$ cat config.mk
export PLATFORM = sky130hd
export DESIGN_NAME = ball_ctrl
export DESIGN_NICKNAME = d
export VERILOG_FILES = /design/src/rtl/ball_ctrl.sv
export SDC_FILE = /design/constraint.sdc
export NUM_CORES = 1
export LEC_CHECK = 0
export ABC_AREA = 1
export BUFFER_PORTS_ARGS = -buffer_cell sky130_fd_sc_hd__buf_2
export CAP_MARGIN = 20
export CORE_MARGIN = 1.5
export CORE_UTILIZATION = 30
export CTS_CLUSTER_DIAMETER = 40
export DETAILED_ROUTE_END_ITERATION = 6
export GPL_TIMING_DRIVEN = 0
export MAX_ROUTING_LAYER = met4
export PLACE_DENSITY_LB_ADDON = 0.15
export SLEW_MARGIN = 20
export SYNTH_ARGS = -nofsm -noshare
export SYNTH_HDL_FRONTEND = slang
export SYNTH_SLANG_ARGS = --single-unit
$ cat constraint.sdc
create_clock -name i_clk -period 4.4 [get_ports i_clk]
set_clock_uncertainty 0.05 [all_clocks]
set_input_delay 0.66 -clock i_clk [delete_from_list [all_inputs] [get_ports i_clk]]
set_output_delay 0.66 -clock i_clk [all_outputs]
set_load 0.005 [all_outputs]
$ cat src/rtl/ball_ctrl.sv
`default_nettype none
// ==========================================================================
// ball_ctrl : ball motion, wall/paddle/block bounce, lives and game state.
// Optional feature macro BALL_SPEEDUP_EN: step doubles after 8 block hits.
// Rev 1.0
// ==========================================================================
module ball_ctrl #(
  parameter int H_SIZE      = 5,
  parameter int IX          = 320,
  parameter int IY          = 400,
  parameter int IX_DIR      = 1,
  parameter int D_WIDTH     = 640,
  parameter int D_HEIGHT    = 480,
  parameter int LIVES       = 3,
  parameter int LOST_FRAMES = 60
) (
  input  logic        i_clk,
  input  logic        i_rst_n,
  input  logic        i_ani_stb,
  input  logic        i_animate,
  input  logic        i_start,
  input  logic [1:0]  i_hit_block,
  input  logic [11:0] i_p_x1,
  input  logic [11:0] i_p_x2,
  input  logic [11:0] i_p_y1,
  output logic [11:0] o_x,
  output logic [11:0] o_y,
  output logic [11:0] o_x1,
  output logic [11:0] o_x2,
  output logic [11:0] o_y1,
  output logic [11:0] o_y2,
  output logic        o_col_detected,
  output logic [1:0]  o_lives,
  output logic [1:0]  o_state
);

  typedef enum logic [1:0] {
    S_IDLE = 2'b00,
    S_MOVE = 2'b01,
    S_LOST = 2'b10,
    S_OVER = 2'b11
  } state_t;

  localparam int          LW     = $clog2(LOST_FRAMES + 1);
  localparam logic [11:0] c_h    = 12'(H_SIZE);
  localparam logic [11:0] c_xmin = 12'(H_SIZE + 1);
  localparam logic [11:0] c_xmax = 12'(D_WIDTH - H_SIZE - 1);
  localparam logic [11:0] c_ymin = 12'(H_SIZE + 1);
  localparam logic [11:0] c_ybot = 12'(D_HEIGHT - H_SIZE - 1);

  state_t          r_state;
  logic            r_dx;        // 1 = right
  logic            r_dy_down;   // 1 = down
  logic            r_ack_wait;
  logic [LW-1:0]   r_lost_cnt;

  logic            w_is_step;
  logic            w_hit_apply;
  logic            w_dx;
  logic            w_dy;
  logic            w_ndx;
  logic            w_ndy;
  logic [11:0]     w_step;
  logic [11:0]     w_nx;
  logic [11:0]     w_ny;
  logic [12:0]     w_psum;
  logic [11:0]     w_idle_y;
  logic            w_lost_done;
  logic            w_to_idle;

  assign o_state = r_state;
  assign o_x1    = o_x - c_h;
  assign o_x2    = o_x + c_h;
  assign o_y1    = o_y - c_h;
  assign o_y2    = o_y + c_h;

`ifdef BALL_SPEEDUP_EN
  logic [3:0] r_hit_cnt;

  assign w_step = r_hit_cnt[3] ? 12'd2 : 12'd1;

  // Saturates at 8; only the threshold matters.
  always_ff @(posedge i_clk or negedge i_rst_n) begin
    if (!i_rst_n) begin
      r_hit_cnt <= 4'd0;
    end else if (w_to_idle) begin
      r_hit_cnt <= 4'd0;
    end else if (w_hit_apply && !r_hit_cnt[3]) begin
      r_hit_cnt <= r_hit_cnt + 4'd1;
    end
  end
`else
  assign w_step = 12'd1;
`endif

  always_comb begin
    w_is_step   = i_ani_stb & i_animate;
    w_hit_apply = (r_state == S_MOVE) && (i_hit_block != 2'b00) && !r_ack_wait;
    w_dx        = r_dx      ^ (w_hit_apply & i_hit_block[1]);
    w_dy        = r_dy_down ^ (w_hit_apply & i_hit_block[0]);
    // Motion uses the directions held before this cycle's hit toggle.
    w_nx        = r_dx      ? (o_x + w_step) : (o_x - w_step);
    w_ny        = r_dy_down ? (o_y + w_step) : (o_y - w_step);
    w_ndx       = w_dx;
    w_ndy       = w_dy;
    if (w_nx <= c_xmin) begin
      w_ndx = 1'b1;
    end else if (w_nx >= c_xmax) begin
      w_ndx = 1'b0;
    end
    if (w_ny <= c_ymin) begin
      w_ndy = 1'b1;
    end
    if (w_ndy && (({1'b0, w_ny} + {1'b0, c_h}) >= {1'b0, i_p_y1}) &&
        (w_ny < i_p_y1) && (i_p_x1 <= w_nx) && (w_nx <= i_p_x2)) begin
      w_ndy = 1'b0;
    end
    w_psum      = {1'b0, i_p_x1} + {1'b0, i_p_x2};
    w_idle_y    = i_p_y1 - 12'(H_SIZE + 1);
    w_lost_done = (r_state == S_LOST) && w_is_step &&
                  (r_lost_cnt == LW'(LOST_FRAMES - 1));
    w_to_idle   = (w_lost_done && (o_lives != 2'd0)) ||
                  ((r_state == S_OVER) && i_start);
  end

  always_ff @(posedge i_clk or negedge i_rst_n) begin
    if (!i_rst_n) begin
      r_state        <= S_IDLE;
      o_x            <= 12'(IX);
      o_y            <= 12'(IY);
      r_dx           <= 1'(IX_DIR);
      r_dy_down      <= 1'b0;
      o_lives        <= 2'(LIVES);
      o_col_detected <= 1'b0;
      r_ack_wait     <= 1'b0;
      r_lost_cnt     <= '0;
    end else begin
      o_col_detected <= 1'b0;
      if (i_hit_block == 2'b00) begin
        r_ack_wait <= 1'b0;
      end
      case (r_state)
        S_IDLE: begin
          if (w_is_step) begin
            o_x <= w_psum[12:1];
            o_y <= w_idle_y;
          end
          if (i_start) begin
            r_state   <= S_MOVE;
            r_dx      <= 1'(IX_DIR);
            r_dy_down <= 1'b0;
          end
        end
        S_MOVE: begin
          if (w_hit_apply) begin
            o_col_detected <= 1'b1;
            r_ack_wait     <= 1'b1;
          end
          r_dx      <= w_dx;
          r_dy_down <= w_dy;
          if (w_is_step) begin
            o_x       <= w_nx;
            o_y       <= w_ny;
            r_dx      <= w_ndx;
            r_dy_down <= w_ndy;
            if (w_ny >= c_ybot) begin
              r_state    <= S_LOST;
              r_lost_cnt <= '0;
              o_lives    <= (o_lives != 2'd0) ? (o_lives - 2'd1) : 2'd0;
            end
          end
        end
        S_LOST: begin
          if (w_lost_done) begin
            r_lost_cnt <= '0;
            r_state    <= (o_lives == 2'd0) ? S_OVER : S_IDLE;
          end else if (w_is_step) begin
            r_lost_cnt <= r_lost_cnt + 1'b1;
          end
        end
        S_OVER: begin
          if (i_start) begin
            o_lives <= 2'(LIVES);
            r_state <= S_IDLE;
          end
        end
        default: r_state <= S_IDLE;
      endcase
    end
  end

endmodule
`default_nettype wire
==> summary.md <==
| Metric | Value |
|---|---|
| Synth Warn # | `0` |
| DIE WIDTH | `146 um` |
| Worst path slowest cell | `dfstp_2` |
| Number of cells produced by synthesis | `~960` |
| RSZ-0062 raised after global routing | `false` |
| Sum of buffers and inverters on the critical path | `2` |
| Relative slew slack | `57.7%` |
| Crit-path max FO | `12` |
| H-tree Lvls | `2` |
| Die area | `21300 um2` |
| Critical Path AT | `between 4 and 5 ns` |
| Yosys cell types | `45` |
| Initial antenna violation count | `0` |
| Core footprint | `20200 um2` |
| Layout cell share with drive strength beyond 1 | `17.0%` |
| IO buf count | `119` |
| Synthesized area | `6140 um2` |
| Per-cell routed wire length | `between 10 and 15 um` |
| # clock sinks | `38` |
| Initial Util | `30.5%` |
| GPL Wtd Cong | `0.892` |
| Max-Cap Viols | `0` |
| Crit path top cell by count | `nand2_1` |
| Vias after detailed routing | `about 6.5k` |
| Overall routed net length | `20000 um` |
| Cell Rows | `52` |
| Count of final hold-check violations | `0` |
| DP Wirelength | `16800 um` |
| # IOs | `120` |
| Number of synthesized flops with an enable pin | `0` |
| Total CTS buffers | `5` |
| Synth Flop Type | `dfrtp_1` |
| Synth Register Bits | `38` |
| GRT Util Overall | `around 19%` |
| Post-CTS resize count | `0` |
| Area grow syn2layout | `18.5%` |
| Cell accounting for the most synthesized area | `ha_1` |
| Worst hold path type | `in -> async` |
| CP startpoint kind | `register` |
| Synth top area share | `17.9%` |
| Setup-failing EPs final | `0` |
| Setup bufs post-CTS | `0` |
| Nets | `1217` |
| DR iter-0 viols | `363` |
| CTS tree | `built` |
| Clock Latency Late Sink | `~0.30 ns` |
| Largest delay share family, worst path | `simple AND/OR/NAND/NOR gates` |
| Status | `complete, no violations` |
| Die height | `146 um` |
| Area contributors post-synth | `ha_1, nand2_1, dfrtp_1` |
| WP data required | `around 4.5 ns` |
| Syn nets | `1091` |
| Drt via density | `around 4.8` |
| Worst setup EP type | `register` |
| Vias in the first global route | `a little over 6k` |
| Drt first pass iters | `7` |
| Critical path class | `reg -> reg` |
| Seq/Total Area, Yosys | `15.6%` |
| Inserted Diodes | `0` |
| Final TNS setup | `0 ns` |
| Worst-path clk slew | `0.07 ns` |
| Post-CTS Hold Buffers | `0` |
| Final slew viol count | `0` |
| Final period util | `between 90 and 100%` |
| Pin count of the biggest net entering global routing | `39` |
| CTS Buffer Depth | `2` |
| FFs w/ async S/R, synth | `100%` |
| Post-route ant nets | `0` |
| CP Cell Sequence | `inv_1 -> ha_1 -> nand3_1 -> nand3_1 -> nand2_1 -> nand2_1 -> nand2_1 -> nand2_1 -> xor2_2 -> inv_1 -> ha_1 -> a21oi_1 -> nor2_1 -> a211oi_1 -> o211ai_1 -> nand2_1 -> nand3_1 -> a21oi_1 -> nand2_1 -> nand2_1 -> nand2_1` |
| First-pass GRT wire length | `31800 um` |
| Min Clock Period, post-route | `4.09 ns` |
| Fmax | `approximately 240 MHz` |
| Gr ovfl total | `0` |
| Worst slew pin tran | `0.634 ns` |
| Root buffer cell | `clkbuf_16` |
| Fill count | `2307` |
| Detailed-route DRC error count | `0` |
| Worst stage delay on the critical path | `just under 0.6 ns` |
| Syn avg cell area | `6.42 um2` |
[worst register-to-register path, stage by stage (launching register included)]
cell and delay, ns:
dfstp_2 0.58, inv_1 0.24, ha_1 0.48, nand3_1 0.10, nand3_1 0.17, nand2_1 0.11
nand2_1 0.12, nand2_1 0.06, nand2_1 0.09, xor2_2 0.28, inv_1 0.17, ha_1 0.32
a21oi_1 0.13, nor2_1 0.05, a211oi_1 0.33, o211ai_1 0.16, nand2_1 0.13, nand3_1 0.10
a21oi_1 0.13, nand2_1 0.08, nand2_1 0.07, nand2_1 0.05
[metrics by stage]
step	cells	hold WS, ns	area [um2]	setup WS (ns)	util [%]
floorplan	957	0.314	6140	1.10	-
global placement	1346	0.402	7080	0.353	35.1
detailed placement	1346	0.401	7080	0.318	35.1
CTS	1354	0.414	7280	0.306	36.1
global route	1354	0.344	7280	0.0514	36.1
finish	1354	0.303	7280	0.307	36.1
[kinds of logic (layout without fill, tap and decap cells)]
family	count (synthesis)	in the layout	share of synthesized area, %
and+or+nand+nor	419	419	29.8
buffers and inverters	189	316	11.9
AOI/OAI and AO/OA	156	156	14.4
adders and majority gates	91	91	18.9
xor gates and xnor gates	64	64	9.37
DFF	38	38	15.6
[state kept, by name (all words and copies together) (netlist names)]
name	cells
o_col_detected	1
o_y	12
r_ack_wait	1
r_dx	1
r_dy_down	1
o_lives	2
o_x	12
r_lost_cnt	6
o_state	2
[layout by cell type (no fill, tap or decap), types with 30 or more instances in the layout]
| master | instances |
|---|---|
| nand2_1 | 212 |
| xor2_1 | 51 |
| buf_2 | 123 |
| o21ai_0 | 59 |
| dfrtp_1 | 30 |
| ha_1 | 88 |
| nand3_1 | 62 |
| inv_1 | 167 |
| a21oi_1 | 52 |
| nor2_1 | 79 |
[synthesized netlist by cell type (all sizes together), types with 10 or more instances]
cell      n
nand2   225
inv     171
ha       88
nor2     84
nand3    67
o21ai    66
a21oi    53
xor2     53
dfrtp    30
nand4    16
nor3     16
xnor2    11
o211ai   10
[path summary, 6_finish.rpt]
kind / from / endpoint / slack, ns / cells past startpoint
worst max-delay path: r_dx / r_dy_down / 0.31 / 21
worst min-delay path: i_rst_n / o_x[7] / 0.30 / 1
worst max register to register: r_dx / r_dy_down / 0.31 / 21
worst min register to register: r_ack_wait / o_col_detected / 0.42 / 1
max in group asynchronous: i_rst_n / o_x[5] / 3.59 / 1
min in group i_clk: r_ack_wait / o_col_detected / 0.42 / 1
[layer usage]
| metal | global-route usage [%] | share of wire (%) | vias up | wire length [um] |
|---|---|---|---|---|
| met5 | - | 0 | - | 0 |
| met4 | 5.05 | 1.8 | 0 | 356 |
| met3 | 1.69 | 3.0 | 19 | 592 |
| met2 | 28.5 | 41 | 136 | 8280 |
| met1 | 28.2 | 54 | 2957 | 10800 |
| li1 | - | - | 3350 | - |
[cell type report]
type | count | area [um2] | share of cell area [%]
clock buffer | 6 | 139 | 1.91
inverter | 173 | 649 | 8.92
sequential | 38 | 961 | 13.2
timing repair buffer | 119 | 598 | 8.22
tap | 270 | 338 | 4.64
clock inverter | 2 | 60.1 | 0.825
multi-input combinational | 730 | 4450 | 61.2
buffer | 16 | 81.3 | 1.12
Power is left out: the tool's default activity adds up to more than one toggle a clock period on the data nets, which glitch-free logic cannot reach.
